**src/rtl/id_pipe_pkg.sv**
```systemverilog
// id_pipe_pkg: shared widths and the RUN/HOLD state encoding for the decode-register stage
package id_pipe_pkg;
  localparam int NCPU_INSN_DW = 32;
  localparam int FNT_EXC_W = 4;
  localparam int BPU_UPD_W = 8;
  typedef enum logic {S_RUN = 1'b0, S_HOLD = 1'b1} state_t;
endpackage

```
**src/rtl/id_pop_ctl.sv**
```systemverilog
// id_pop_ctl: leading-valid pop count truncated at the first faulting slot (valid, exc in; cnt, exc_hit out)
module id_pop_ctl
  import id_pipe_pkg::*;
#(
  parameter int P = 1,
  localparam int IW = 1 << P,
  localparam int CW = P + 1
) (
  input  logic [IW-1:0]                valid,
  input  logic [IW-1:0][FNT_EXC_W-1:0] exc,
  output logic [CW-1:0]                cnt,
  output logic                         exc_hit
);
  logic stop;
  always_comb begin
    cnt = '0;
    exc_hit = 1'b0;
    stop = 1'b0;
    for (int i = 0; i < IW; i++) begin
      if (!stop && valid[i]) begin
        cnt = CW'(i + 1);
        exc_hit = |exc[i];
        stop = |exc[i];
      end else begin
        stop = 1'b1;
      end
    end
  end
endmodule

```
**src/rtl/id_pipe.sv**
```systemverilog
// id_pipe: IQ-to-decode register with exception hold; ports clk, rst (async active-low), flush, id_* in, id_pop_cnt, dec_* out, dec_ready, bubble_cnt; NCPU_ID_BUBBLE_CNT_EN enables the starvation counter
module id_pipe
  import id_pipe_pkg::*;
#(
  parameter int CONFIG_AW = 32,
  parameter int CONFIG_P_ISSUE_WIDTH = 1,
  localparam int IW = 1 << CONFIG_P_ISSUE_WIDTH,
  localparam int PC_W = CONFIG_AW - 2,
  localparam int CW = CONFIG_P_ISSUE_WIDTH + 1
) (
  input  logic                           clk,
  input  logic                           rst,
  input  logic                           flush,
  input  logic [IW-1:0]                  id_valid,
  input  logic [IW-1:0][NCPU_INSN_DW-1:0] id_ins,
  input  logic [IW-1:0][PC_W-1:0]        id_pc,
  input  logic [IW-1:0][FNT_EXC_W-1:0]   id_exc,
  input  logic [IW-1:0][BPU_UPD_W-1:0]   id_bpu_upd,
  output logic [CW-1:0]                  id_pop_cnt,
  output logic [IW-1:0]                  dec_valid,
  output logic [IW-1:0][NCPU_INSN_DW-1:0] dec_ins,
  output logic [IW-1:0][PC_W-1:0]        dec_pc,
  output logic [IW-1:0][FNT_EXC_W-1:0]   dec_exc,
  output logic [IW-1:0][BPU_UPD_W-1:0]   dec_bpu_upd,
  input  logic                           dec_ready,
  output logic [31:0]                    bubble_cnt
);
  state_t state, state_nxt;
  logic [CW-1:0] cnt;
  logic exc_hit, empty, load;
  id_pop_ctl #(.P(CONFIG_P_ISSUE_WIDTH)) u_pop (
    .valid(id_valid),
    .exc(id_exc),
    .cnt(cnt),
    .exc_hit(exc_hit)
  );
  // rst is folded in so nothing is popped while the register is held in reset
  assign empty = ~|dec_valid;
  assign load = rst & ~flush & (state == S_RUN) & (empty | dec_ready);
  assign id_pop_cnt = load ? cnt : '0;
  always_comb begin
    state_nxt = flush ? S_RUN : (load & exc_hit) ? S_HOLD : state;
  end
  always_ff @(posedge clk or negedge rst) begin
    if (!rst) begin
      state <= S_RUN;
      dec_valid <= '0;
      dec_ins <= '0;
      dec_pc <= '0;
      dec_exc <= '0;
      dec_bpu_upd <= '0;
    end else begin
      state <= state_nxt;
      dec_valid <= flush ? '0 : load ? ~({IW{1'b1}} << cnt) : dec_ready ? '0 : dec_valid;
      if (load) begin
        dec_ins <= id_ins;
        dec_pc <= id_pc;
        dec_exc <= id_exc;
        dec_bpu_upd <= id_bpu_upd;
      end
    end
  end
`ifdef NCPU_ID_BUBBLE_CNT_EN
  always_ff @(posedge clk or negedge rst) begin
    if (!rst) bubble_cnt <= '0;
    else if (dec_ready & empty & ~flush & ~&bubble_cnt) bubble_cnt <= bubble_cnt + 32'd1;
  end
`else
  assign bubble_cnt = '0;
`endif
endmodule

```
**config.mk**
```make
export PLATFORM = sky130hd
export DESIGN_NAME = id_pipe
export DESIGN_NICKNAME = d
export VERILOG_FILES = /design/src/rtl/id_pipe_pkg.sv /design/src/rtl/id_pop_ctl.sv /design/src/rtl/id_pipe.sv
export SDC_FILE = /design/constraint.sdc
export NUM_CORES = 1
export LEC_CHECK = 0
export BUFFER_PORTS_ARGS = -buffer_cell sky130_fd_sc_hd__buf_2
export CELL_PAD_IN_SITES_DETAIL_PLACEMENT = 1
export CELL_PAD_IN_SITES_GLOBAL_PLACEMENT = 1
export CORE_MARGIN = 2
export CORE_UTILIZATION = 30
export DETAILED_ROUTE_END_ITERATION = 8
export HOLD_SLACK_MARGIN = 0.08
export PLACE_DENSITY_LB_ADDON = 0.1
export SYNTH_ARGS = -nofsm -noshare
export SYNTH_HDL_FRONTEND = slang
export SYNTH_SLANG_ARGS = --single-unit
```
**constraint.sdc**
```tcl
create_clock -name clk -period 4.7 [get_ports clk]
set_input_delay 1.175 -clock clk [delete_from_list [all_inputs] [get_ports clk]]
set_output_delay 1.175 -clock clk [all_outputs]
set_load 0.01 [all_outputs]
```
==> Word level (Yosys, flattened, before mapping) <==
Index checks and enable logic that the tools add are counted.
{ "op_classes": {"n_shift": 1, "muxes": 11, "bitwise_logic": 8, "n_reduce_logical": 8} }
{ "op_table": {"columns": ["op", "count"], "rows": [
  ["2-bit 2-to-1 mux", 5],
  ["4-bit OR reduction", 2],
  ["1-bit 2-to-1 mux", 6],
  ["1-bit bitwise AND", 4],
  ["3-bit nonzero test", 1],
  ["1-bit zero test", 2],
  ["1-bit NOT", 2],
  ["2-bit NOT", 1],
  ["2-bit nonzero test", 1],
  ["2-bit OR reduction", 1],
  ["2-bit by 2-bit << shifter with 2-bit output (first input constant)", 1],
  ["1-bit logical AND", 1],
  ["1-bit bitwise OR", 1]
]} }
{ "totals": {"register_bits": 151, "input_bits": 154} }

==> Logic depth before layout (Yosys ltp) <==
Gate-level depths: netlist of run 1.
{ "depth": {"depth_word": 9, "ltp_mapped": 6, "depth_no_buf": 3} }

==> By module <==
Synthesis of run 1 repeated with hierarchy kept, for this count alone.
{ "unflattened": {"cells_unflattened": 367, "area_unflattened_um2": 6361.1} }
{ "modules_own_cells": {"columns": ["mod", "n_inst", "cells_per_inst", "area_per_inst_um2"], "rows": [
  ["id_pipe", 1, 361, 6319.8],
  ["id_pop_ctl", 1, 6, 41.3]
]} }

==> Worst setup path before layout of run 1 <==
No wires, ideal clock.
{ "synth_path": {"path_kind": "input -> output", "start": "in flush", "end": "out id_pop_cnt[1]", "arrival_ns": 2.014, "required_time_ns": 3.525, "path_slack_ns": 1.511, "cell_stages": 6, "n_path_buf": 3, "cell_sequence": "nor2_1 -> o211a_1 -> buf_6 -> buf_6 -> buf_6 -> and3_1"} }
{ "synth_via": {"elab_chain_len": 5} }
{ "synth_rtl": {"columns": ["element", "line_no", "text"], "rows": [
  ["start, declared", "id_pipe.sv:13", "input logic flush,"],
  ["1-bit NOT", "id_pipe.sv:39", "assign load = rst & ~flush & (state == S_RUN) & (empty | dec_ready);"],
  ["1-bit bitwise AND (3 in series)", "id_pipe.sv:39", null],
  ["2-bit 2-to-1 mux", "id_pipe.sv:40", "assign id_pop_cnt = load ? cnt : '0;"],
  ["end, declared", "id_pipe.sv:19", "output logic [CW-1:0] id_pop_cnt,"]
]} }
Every way passes these cells.

==> Final worst setup path of run 1 <==
{ "layout_path": {"start": "in id_exc[1] (netlist name)", "end": "out id_pop_cnt[0]"} }
{ "layout_via": {"elab_chain_len": 6} }
{ "layout_rtl": {"columns": ["element", "line_no", "text"], "rows": [
  ["start, declared", "id_pipe.sv:17", "input logic [IW-1:0][FNT_EXC_W-1:0] id_exc,"],
  ["4-bit OR reduction", "id_pop_ctl.sv:23", "stop = |exc[i];"],
  ["1-bit 2-to-1 mux", "id_pop_ctl.sv:20", "if (!stop && valid[i]) begin"],
  ["1-bit zero test", "id_pop_ctl.sv:20", null],
  ["1-bit logical AND", "id_pop_ctl.sv:20", null],
  ["2-bit 2-to-1 mux", "id_pop_ctl.sv:20", null],
  ["2-bit 2-to-1 mux", "id_pipe.sv:40", null]
]} }
Every way passes these cells.

==> impl_metrics.csv, run 1 <==
group,metric,value,unit
run_status,result_of_the_run,"completed",
detailed_routing,wl_per_cell,17.5,um
cells_and_area,final.fill_count,2179,
logic_synthesis,synth_largest_area_cell,"sky130_fd_sc_hd__dfrtp_1",
worst_setup_path,crit_path_top_delay_cell,"sky130_fd_sc_hd__nor4_1",
global_route,grt_first_pass_wirelength,25.7,mm
detailed_routing,wl_met2,8.50,mm
worst_setup_path,critPathCaptureType,"output pin",
sta,max_freq,295,MHz
detailed_routing,wl_met3,1.32,mm
sta,timing.final.setup_violations,0,
hold_path,worstHoldStart,"dec_ins[10]",
logic_synthesis,synth_edf_count,0,
clock_tree,number_of_buffers_created_by_cts,17,
logic_synthesis,synth_area,0.00617,sq mm
pwr,netSwitchingFraction,28.0,%
clock_tree,post_cts_resize_count,0,
detailed_routing,m1WireLength,6.59,mm
clock_tree,cts.repair_timing.setup_buffer_count,0,
logic_synthesis,ys_seq_area_share,61.3,%
detailed_routing,route.top_layer_used,"met5",
clock_tree,cts_tree,"yes",
pwr,power.static_leakage,4.23,nW
placed_design,placement.cell_area,0.00782,sq mm
sta,final-hold-violation-count,0,
cells_and_area,num-nets-final,826,
hold_path,timing.hold.worst.class,"reg2reg",
logic_synthesis,postSynthCellCount,363,
worst_setup_path,critical_path.cell_chain,"buf_2 > nor4_1 > and2_1 > and3b_1 > buf_2",
cells_and_area,stdcell_count,954,
sta,finalCritPeriodShare,72.2,%
worst_setup_path,cp-start-kind,"input pin",
worst_setup_path,timing.critical_path.mode_cell,"sky130_fd_sc_hd__buf_2",
job,maxCapViolations,0,
global_route,first_global_vias,4426,
clock_tree,cts_sinks,151,
worst_setup_path,r2r_start,"dec_valid[1]",
detailed_routing,viasPerCell,4.27,
global_route,globalRouteTotalUtil,15.5,%
detailed_routing,drtPass1Iterations,4,
pwr,part_of_the_power_in_combinational_logic,24.0,%
logic_synthesis,yosysWarnings,0,
sta,rsz0062_at_grt,"no",
clock_tree,clock_tree.root_cell,"sky130_fd_sc_hd__clkbuf_16",
logic_synthesis,yosysTopAreaCellShare,61.3,%
die,die_w,147,um
sta,finalWorstSetupSlack,1.31,ns
die,ioPinCount,338,
placed_design,dp.cells,923,
clock_tree,clkTransAtPathRegs,0.06,ns
cells_and_area,area_growth_syn_to_layout,36.1,%
global_route,overflow,0,
logic_synthesis,synthesis.area_per_instance,17.0,sq um
logic_synthesis,yosys-top-cells-area,"sky130_fd_sc_hd__dfrtp_1, sky130_fd_sc_hd__mux2_4, sky130_fd_sc_hd__mux2_2",
worst_setup_path,critical_path_peak_fanout,3,
clock_tree,clock_latency_on_the_worst_skew_pair,0.42,ns
detailed_routing,detail_route.wirelength,16.7,mm
worst_setup_path,worstSetupPathType,"in2out",
clock_tree,ctsLongestPathBuffers,2,
detailed_routing,dr_total_vias,4077,
cells_and_area,drive_above_1_share,71.3,%
worst_setup_path,timing.critical_path.required,3.52,ns
die,die_area,0.0217,sq mm
logic_synthesis,yosysUniqueCellTypes,18,
logic_synthesis,yosys_register_bits,151,
detailed_routing,drt_iter0_markers,100,
die,die_height,147,um
sta,skew,0.0144,ns
sta,timing.hold.ws,0.500,ns
global_route,grt_start_max_net_pins,137,
sta,final.setup.tns,0,ns
pwr,power.clock.fraction,33.4,%
logic_synthesis,synthTopCellsByCount,"sky130_fd_sc_hd__dfrtp_1, sky130_fd_sc_hd__mux2_2, sky130_fd_sc_hd__mux2_4, sky130_fd_sc_hd__buf_4, sky130_fd_sc_hd__buf_6",
worst_setup_path,slowest_delay,0.39,ns
cells_and_area,final_core_util,41.5,%
clock_tree,cts-htree-levels,4,
sta,worstMarginPinSlew,1.03,ns
logic_synthesis,yosys.cell_count.top_type,"sky130_fd_sc_hd__dfrtp_1",
clock_tree,cts_hold_buf,0,
cells_and_area,fin_area,0.00840,sq mm
detailed_routing,antenna_violating_nets_post_route,0,
detailed_routing,drc,0,
sta,fin_crit_period,3.39,ns
logic_synthesis,yosys_most_used_dff,"sky130_fd_sc_hd__dfrtp_1",
pwr,internal_power,2.90,mW
pwr,power.net_switching,1.13,mW
die,std_cell_rows,52,
placed_design,hpwlAfterDp,12.1,mm
pwr,power.sequential.fraction,42.6,%
placed_design,pre_cts_ws,1.32,ns
pwr,worst_ir_drop_vdd,0.239,mV
worst_setup_path,crit_path_start,"id_exc[1]",
logic_synthesis,asyncSetResetFlopFracSynth,100,%
placed_design,port-buffer-count,305,
worst_setup_path,critPathArrivalTime,2.22,ns
die,core_area,0.0202,sq mm
sta,timing.final.max_slew_violations,0,
sta,timing.slew.headroom,31.5,%
cells_and_area,antenna_cells,0,
die,initial_cell_density_of_the_core,30.5,%
global_route,antenna_found_initial,2,
pwr,power.total,4.03,mW
placed_design,gpl.final_weighted_congestion,0.718,
pwr,pwr_density_cell,480,mW/mm^2
==> path summary, 6_finish.rpt <==
path | end | slack (ns) | cells past startpoint
hold / removal | dec_ins[10] | 0.50 | 1
min in group asynchronous | dec_ins[24] | 1.01 | 2
hold reg to reg | dec_ins[10] | 0.50 | 1
max in group asynchronous | dec_exc[4] | 2.09 | 3
setup reg to reg | dec_pc[46] | 2.38 | 4
setup / recovery | id_pop_cnt[0] | 1.31 | 5
==> power groups by stage <==
| stage | Sequential, mW | Combinational, mW | Clock [mW] |
|---|---|---|---|
| floorplan | 1.86 | 0.409 | 0 |
| global placement | 1.72 | 0.973 | 0 |
| detailed placement | 1.74 | 0.984 | 0 |
| CTS | 1.72 | 0.986 | 1.40 |
| global route | 1.76 | 1.04 | 1.46 |
| finish | 1.72 | 0.968 | 1.35 |
==> final cells by class <==
class	instances	area [sq um]	share of cell area [%]
Clock buffer	19	453	5.39
Clock inverter	12	126	1.51
Inverter	1	3.75	0.0447
Multi-Input combinational cell	193	2130	25.4
Sequential cell	151	3780	45.0
Tap cell	270	338	4.02
Timing Repair Buffer	308	1570	18.7
==> critical path, delay by kind of cell <==
family	cells	cell delay, ns
and+or+nand+nor	3	0.80
buffers and inverters	2	0.23
==> sequential cells by signal, indices dropped and copies added, names as in the netlist <==
signal	count
dec_ins	64
dec_pc	60
dec_bpu_upd	16
dec_exc	8
dec_valid	2
state	1
==> cell usage in the layout (no fill, tap or decap), drive strengths merged <==
master,Yosys,final
clkinvlp,0,2
bufinv,0,2
and3,1,1
nor4,1,1
clkinv,0,7
nand2,1,1
o41ai,1,1
and3b,1,1
buf,49,308
clkbuf,0,19
nor2,3,3
and2,1,1
dfrtp,151,151
a32o,2,2
a22o,1,1
o211a,1,1
inv,1,2
conb,1,32
mux2,148,148
==> logic make-up (layout without fill, tap and decap cells) <==
group	Yosys count	count (layout)	synth area share (%)
buffers and inverters	50	340	6.25
DFF	151	151	61.3
AOI/OAI and AO/OA	5	5	0.771
other	1	32	0.0608
and+or+nand+nor	8	8	0.690
muxes	148	148	31.0
==> metal layers <==
metal  vias to the layer above  track usage, %
met4                         4            4.66
li1                       1818               -
met1                      2051            18.3
met2                       187            26.1
met3                        17            6.30
met5                         -               0
No activity file was read; power rests on OpenSTA's default activity.
==> run 2: changes to the inputs <==
==> constraint.sdc (replaced) <==
create_clock -name clk -period 2.7 [get_ports clk]
set_input_delay 0.675 -clock clk [delete_from_list [all_inputs] [get_ports clk]]
set_output_delay 0.675 -clock clk [all_outputs]
set_load 0.01 [all_outputs]
==> run 2 against run 1 <==
  * Register-to-register slack worse by 1.4 ns
  * Clock skew is 0.0063 ns lower
  * Via count is 0.66% higher
  * Setup slack worse by 1.0 ns
  * Total power is 77% higher
  * Worst hold slack worse by 0.17 ns
  * Count of clock-buffer cells in the layout stayed put
  * Global-route usage is 0.42 points lower
  * Clock power is 82% higher
  * Sequential power is 73% higher
  * Flip-flop and latch count stayed put
  * Largest power group unchanged
  * Highest routed layer is now met4
==> impl_metrics.csv, run 2 (synthesis gave the netlist of run 1 again) <==
group,metric,value,unit
detailed_routing,dr_total_vias,4104,
sta,fin_crit_period,2.39,ns
global_route,grt_start_max_net_pins,152,
clock_tree,clock_latency_on_the_worst_skew_pair,0.42,ns
clock_tree,cts_sinks,151,
placed_design,gpl.final_weighted_congestion,0.721,
cells_and_area,layout.cells.most_common,"sky130_fd_sc_hd__buf_2",
cells_and_area,num-nets-final,828,
pwr,pwr_density_cell,841,mW/mm^2
cells_and_area,area_growth_syn_to_layout,37.4,%
worst_setup_path,reg_to_reg_endpoint,"dec_ins[10]",
detailed_routing,wl_per_cell,17.1,um
worst_setup_path,cp-start-kind,"input pin",
worst_setup_path,critPathArrivalTime,1.72,ns
sta,max_freq,418,MHz
die,std_cell_rows,52,
cells_and_area,largest_registers,"dec_ins (64), dec_pc (60), dec_bpu_upd (16)",
worst_setup_path,critical_path_peak_fanout,3,
die,initial_cell_density_of_the_core,30.5,%
placed_design,placement.cell_area,0.00786,sq mm
sta,worstMarginPinSlew,0.891,ns
job,maxCapViolations,0,
global_route,antenna_found_initial,2,
die,die_w,147,um
clock_tree,clkTransAtPathRegs,0.06,ns
clock_tree,clock_tree.root_cell,"sky130_fd_sc_hd__clkbuf_16",
clock_tree,cts.repair_timing.setup_buffer_count,0,
worst_setup_path,timing.critical_path.required,2.03,ns
detailed_routing,antenna_violating_nets_post_route,0,
die,die_area,0.0217,sq mm
detailed_routing,drtPass1Iterations,4,
detailed_routing,drc,0,
placed_design,port-buffer-count,305,
global_route,overflow,0,
sta,final.setup.tns,0,ns
worst_setup_path,crit_path_start,"id_exc[1]",
cells_and_area,fin_area,0.00847,sq mm
clock_tree,post_cts_resize_count,0,
global_route,first_global_vias,4455,
placed_design,dp.cells,925,
sta,timing.hold.ws,0.326,ns
pwr,power.static_leakage,4.26,nW
die,core_area,0.0202,sq mm
detailed_routing,drt_iter0_markers,137,
worst_setup_path,number_of_cell_instances_on_the_worst_register_to_register_path,4,
sta,timing.slew.headroom,40.6,%
worst_setup_path,critPathCaptureType,"output pin",
clock_tree,ctsLongestPathBuffers,2,
worst_setup_path,r2r_start,"dec_valid[1]",
detailed_routing,detail_route.wirelength,16.4,mm
sta,final-hold-violation-count,0,
worst_setup_path,timing.critical_path.to,"id_pop_cnt[0]",
run_status,result_of_the_run,"completed",
cells_and_area,largest_reg_flops,64,
detailed_routing,viasPerCell,4.28,
hold_path,timing.hold.worst.class,"in2async",
clock_tree,cts_hold_buf,0,
clock_tree,cts-htree-levels,4,
die,ioPinCount,338,
cells_and_area,final.fill_count,2199,
placed_design,hpwlAfterDp,12.0,mm
clock_tree,cts_tree,"yes",
cells_and_area,stdcell_count,959,
worst_setup_path,worstSetupPathType,"in2out",
pwr,worst_ir_drop_vdd,0.352,mV
clock_tree,number_of_buffers_created_by_cts,17,
sta,rsz0062_at_grt,"no",
sta,finalCritPeriodShare,88.5,%
sta,timing.final.setup_violations,0,
worst_setup_path,reg2reg_setup_slack,0.93,ns
cells_and_area,drive_above_1_share,71.3,%
cells_and_area,register_with_the_highest_flop_count,"dec_ins",
die,die_height,147,um
global_route,grt_first_pass_wirelength,25.2,mm
global_route,globalRouteTotalUtil,15.1,%
sta,skew,0.00810,ns
cells_and_area,layout_common_cells,"sky130_fd_sc_hd__buf_2, sky130_fd_sc_hd__dfrtp_1, sky130_fd_sc_hd__mux2_2",
sta,timing.final.max_slew_violations,0,
-- run 2: cell count changes in the layout (fill, tap and decap cells not counted) --
| cell | previous run | this run |
|---|---|---|
| sky130_fd_sc_hd__inv_8 | 0 | 1 |
| sky130_fd_sc_hd__bufinv_16 | 2 | 3 |
| sky130_fd_sc_hd__clkinv_4 | 2 | 3 |
| sky130_fd_sc_hd__clkbuf_1 | 0 | 1 |
| sky130_fd_sc_hd__clkbuf_8 | 2 | 1 |
| sky130_fd_sc_hd__diode_2 | 0 | 2 |
| sky130_fd_sc_hd__clkinv_2 | 5 | 2 |
| sky130_fd_sc_hd__inv_6 | 1 | 2 |
| sky130_fd_sc_hd__buf_12 | 1 | 3 |
-- run 2: per-stage QoR --
stage                     setup WS (ns)  util [%]  total power [mW]
after detailed placement          0.326      38.8              4.74
after CTS                         0.314      41.9              7.26
after floorplan                   0.511         -              3.96
final                             0.310      41.9              7.13
after global placement            0.377      38.8              4.69
after global routing              0.268      41.9              7.51
-- run 2: cell type report --
| cell class | count | area (sq um) | share of cell area, % |
|---|---|---|---|
| clock inverter | 13 | 170 | 2.01 |
| tap | 270 | 338 | 3.99 |
| sequential | 151 | 3780 | 44.6 |
| multi-input combinational | 193 | 2130 | 25.1 |
| inverter | 1 | 3.75 | 0.0443 |
| antenna | 2 | 5.00 | 0.0591 |
| timing repair buffer | 310 | 1610 | 19.0 |
| clock buffer | 19 | 443 | 5.23 |
-- run 2: metal layers --
layer | global-route usage (%) | up-vias | share of wire [%]
met5 | 0 | - | 0
met4 | 5.34 | 0 | 1.2
met3 | 6.27 | 17 | 8.9
met2 | 26.1 | 186 | 52
met1 | 16.8 | 2070 | 38
li1 | - | 1831 | -
-- run 2: worst min path at each step --
stage,end,slack (ns),cells past startpoint
2_1_floorplan,dec_bpu_upd[0],0.38,0
3_3_place_gp,state,0.48,1
3_5_place_dp,state,0.48,1
4_1_cts,dec_ins[27],0.45,2
5_1_grt,dec_pc[57],0.46,2
6_report,state,0.33,2
-- run 2: critical path: stages --
cell                      delay, ns
sky130_fd_sc_hd__buf_2         0.10
sky130_fd_sc_hd__nor4_1        0.39
sky130_fd_sc_hd__and2_1        0.23
sky130_fd_sc_hd__and3b_1       0.18
sky130_fd_sc_hd__buf_2         0.14
-- run 2: power by group --
group	internal, mW	leakage, nW	total, mW	switching, mW
Combinational	0.917	2.18	1.69	0.771
Clock	1.49	0.296	2.46	0.967
Sequential	2.74	1.78	2.98	0.241
Total	5.15	4.26	7.13	1.98
==> run 3: changes to the inputs <==
--- a/config.mk
+++ b/config.mk
@@ -12,7 +12,7 @@
 export CORE_UTILIZATION = 30
 export DETAILED_ROUTE_END_ITERATION = 8
 export HOLD_SLACK_MARGIN = 0.08
-export PLACE_DENSITY_LB_ADDON = 0.1
+export PLACE_DENSITY = 0.77
 export SYNTH_ARGS = -nofsm -noshare
 export SYNTH_HDL_FRONTEND = slang
 export SYNTH_SLANG_ARGS = --single-unit
==> run 3 against run 2 <==
  * Sequential share of layout area up 0.19 points
  * Register-to-register slack got worse by 0.03 ns
  * Largest cell class unchanged
  * Die area stayed put
  * Final cell count fell by 0.21%
  * Count of clock-buffer cells in the layout down 1
  * Combinational power hardly changed
  * Sequential power is essentially flat
  * Global-route usage shrank 0.59 points
  * Core utilization decreased by 0.17 points
  * First-iteration DRC count shrank 34%
  * Critical path depth did not move
  * Worst hold slack better by 0.016 ns
  * Largest power group unchanged
  * Critical endpoint unchanged
==> impl_metrics.csv, run 3 (synthesis gave the netlist of run 1 again) <==
group,metric,value,unit
run_status,result_of_the_run,"completed",
sta,worstMarginPinSlew,0.607,ns
sta,fin_crit_period,2.29,ns
global_route,globalRouteTotalUtil,14.5,%
placed_design,port-buffer-count,305,
worst_setup_path,critical_path.cell_chain,"buf_2 > nor4_1 > and2_1 > and3b_1 > buf_2",
clock_tree,ctsLongestPathBuffers,2,
worst_setup_path,critical_path_peak_fanout,3,
cells_and_area,register_with_the_highest_flop_count,"dec_ins",
worst_setup_path,cp_num_buf_inv,2,
die,ioPinCount,338,
clock_tree,clock_tree.root_cell,"sky130_fd_sc_hd__clkbuf_16",
die,initial_cell_density_of_the_core,30.5,%
cells_and_area,multi_input_comb_area,0.00213,sq mm
cells_and_area,antenna_cells,0,
detailed_routing,detail_route.wirelength,16.0,mm
die,die_area,0.0217,sq mm
global_route,grt_start_max_net_pins,105,
detailed_routing,drc,0,
detailed_routing,antenna_violating_nets_post_route,0,
detailed_routing,drt_iter0_markers,90,
cells_and_area,area_growth_syn_to_layout,36.8,%
worst_setup_path,worstSetupPathType,"in2out",
clock_tree,clkTransAtPathRegs,0.06,ns
sta,timing.slew.headroom,59.5,%
die,std_cell_rows,52,
global_route,first_global_vias,4651,
pwr,power.static_leakage,4.25,nW
placed_design,gpl.final_weighted_congestion,0.742,
hold_path,timing.hold.worst.class,"in2async",
pwr,power.total,7.01,mW
worst_setup_path,cp-start-kind,"input pin",
worst_setup_path,slowest_delay,0.32,ns
cells_and_area,largest_registers,"dec_ins (64), dec_pc (60), dec_bpu_upd (16)",
global_route,antenna_found_initial,0,
worst_setup_path,critPathArrivalTime,1.62,ns
cells_and_area,area.sequential,0.00378,sq mm
cells_and_area,largest_reg_flops,64,
clock_tree,clock_latency_on_the_worst_skew_pair,0.41,ns
worst_setup_path,crit_path_top_delay_cell,"sky130_fd_sc_hd__nor4_1",
clock_tree,number_of_buffers_created_by_cts,17,
pwr,worst_ir_drop_vdd,0.372,mV
cells_and_area,layout.cells.most_common,"sky130_fd_sc_hd__buf_2",
clock_tree,cts-htree-levels,4,
sta,skew,0.0107,ns
global_route,grt_first_pass_wirelength,24.9,mm
sta,timing.final.setup_violations,0,
clock_tree,cts_sinks,151,
sta,final.setup.tns,0,ns
worst_setup_path,critPathCaptureType,"output pin",
detailed_routing,wl_per_cell,16.7,um
clock_tree,cts_tree,"yes",
clock_tree,cts.repair_timing.setup_buffer_count,0,
sta,finalCritPeriodShare,84.9,%
detailed_routing,drtPass1Iterations,4,
sta,rsz0062_at_grt,"no",
global_route,overflow,0,
sta,final-hold-violation-count,0,
worst_setup_path,timing.critical_path.required,2.03,ns
clock_tree,cts_hold_buf,0,
job,maxCapViolations,0,
pwr,pwr_density_cell,831,mW/mm^2
sta,max_freq,436,MHz
cells_and_area,drive_above_1_share,71.5,%
die,die_w,147,um
detailed_routing,dr_total_vias,4162,
cells_and_area,num-nets-final,828,
clock_tree,post_cts_resize_count,0,
sta,timing.final.max_slew_violations,0,
detailed_routing,viasPerCell,4.35,
die,core_area,0.0202,sq mm
die,die_height,147,um
placed_design,hpwlAfterDp,11.9,mm
cells_and_area,final.fill_count,2197,
worst_setup_path,path_delay_family,"simple AND/OR/NAND/NOR gates",
cells_and_area,layout_common_cells,"sky130_fd_sc_hd__buf_2, sky130_fd_sc_hd__dfrtp_1, sky130_fd_sc_hd__mux2_2",
worst_setup_path,timing.critical_path.mode_cell,"sky130_fd_sc_hd__buf_2",
==> run 3: changes by cell type in the layout (fill, tap and decap cells not counted), sizes merged <==
cell,previous run,this run
clkinvlp,2,1
clkinv,5,8
inv,4,5
clkbuf,19,18
diode,2,0
bufinv,3,1
==> run 3: worst paths after layout <==
check                                endpoint  slack (ns)          from  depth (start not counted)
worst max-delay path            id_pop_cnt[0]        0.41     id_exc[1]                          5
worst min-delay path               dec_pc[22]        0.34           rst                          2
worst max register to register    dec_ins[16]        0.90  dec_valid[1]                          4
worst min register to register     dec_pc[29]        0.50    dec_pc[29]                          1
max in group asynchronous         dec_ins[31]        1.88           rst                          2
min in group clk                   dec_pc[36]        0.49     id_pc[36]                          2
==> run 3: power breakdown <==
part	leakage (nW)	switching (mW)	internal [mW]
Clock	0.285	1.01	1.32
Combinational	2.18	0.766	0.917
Sequential	1.78	0.259	2.74
Total	4.25	2.03	4.98
==> run 3: through the flow <==
stage	std cells	setup slack, ns	area [sq um]	utilization [%]	hold WS [ns]
finish	957	0.408	8440	41.7	0.342
global route	957	0.365	8440	41.7	0.355
CTS	957	0.399	8440	41.7	0.392
detailed placement	925	0.400	7860	38.8	0.488
global placement	925	0.419	7860	38.8	0.481
floorplan	394	0.511	6280	-	0.379
==> run 3: area by class of cell <==
class	instances	share of cell area (%)
timing repair buffer	310	19.1
sequential	151	44.8
multi-input combinational	193	25.2
tap	270	4.00
inverter	1	0.0445
clock buffer	18	5.20
clock inverter	14	1.70
==> run 3: routing by layer <==
layer | GRT usage (%) | routed length (um) | vias up
li1 | - | - | 1828
met1 | 16.6 | 6310 | 2098
met2 | 24.7 | 7890 | 221
met3 | 6.51 | 1540 | 15
met4 | 4.04 | 223 | 0
met5 | 0 | 0 | -
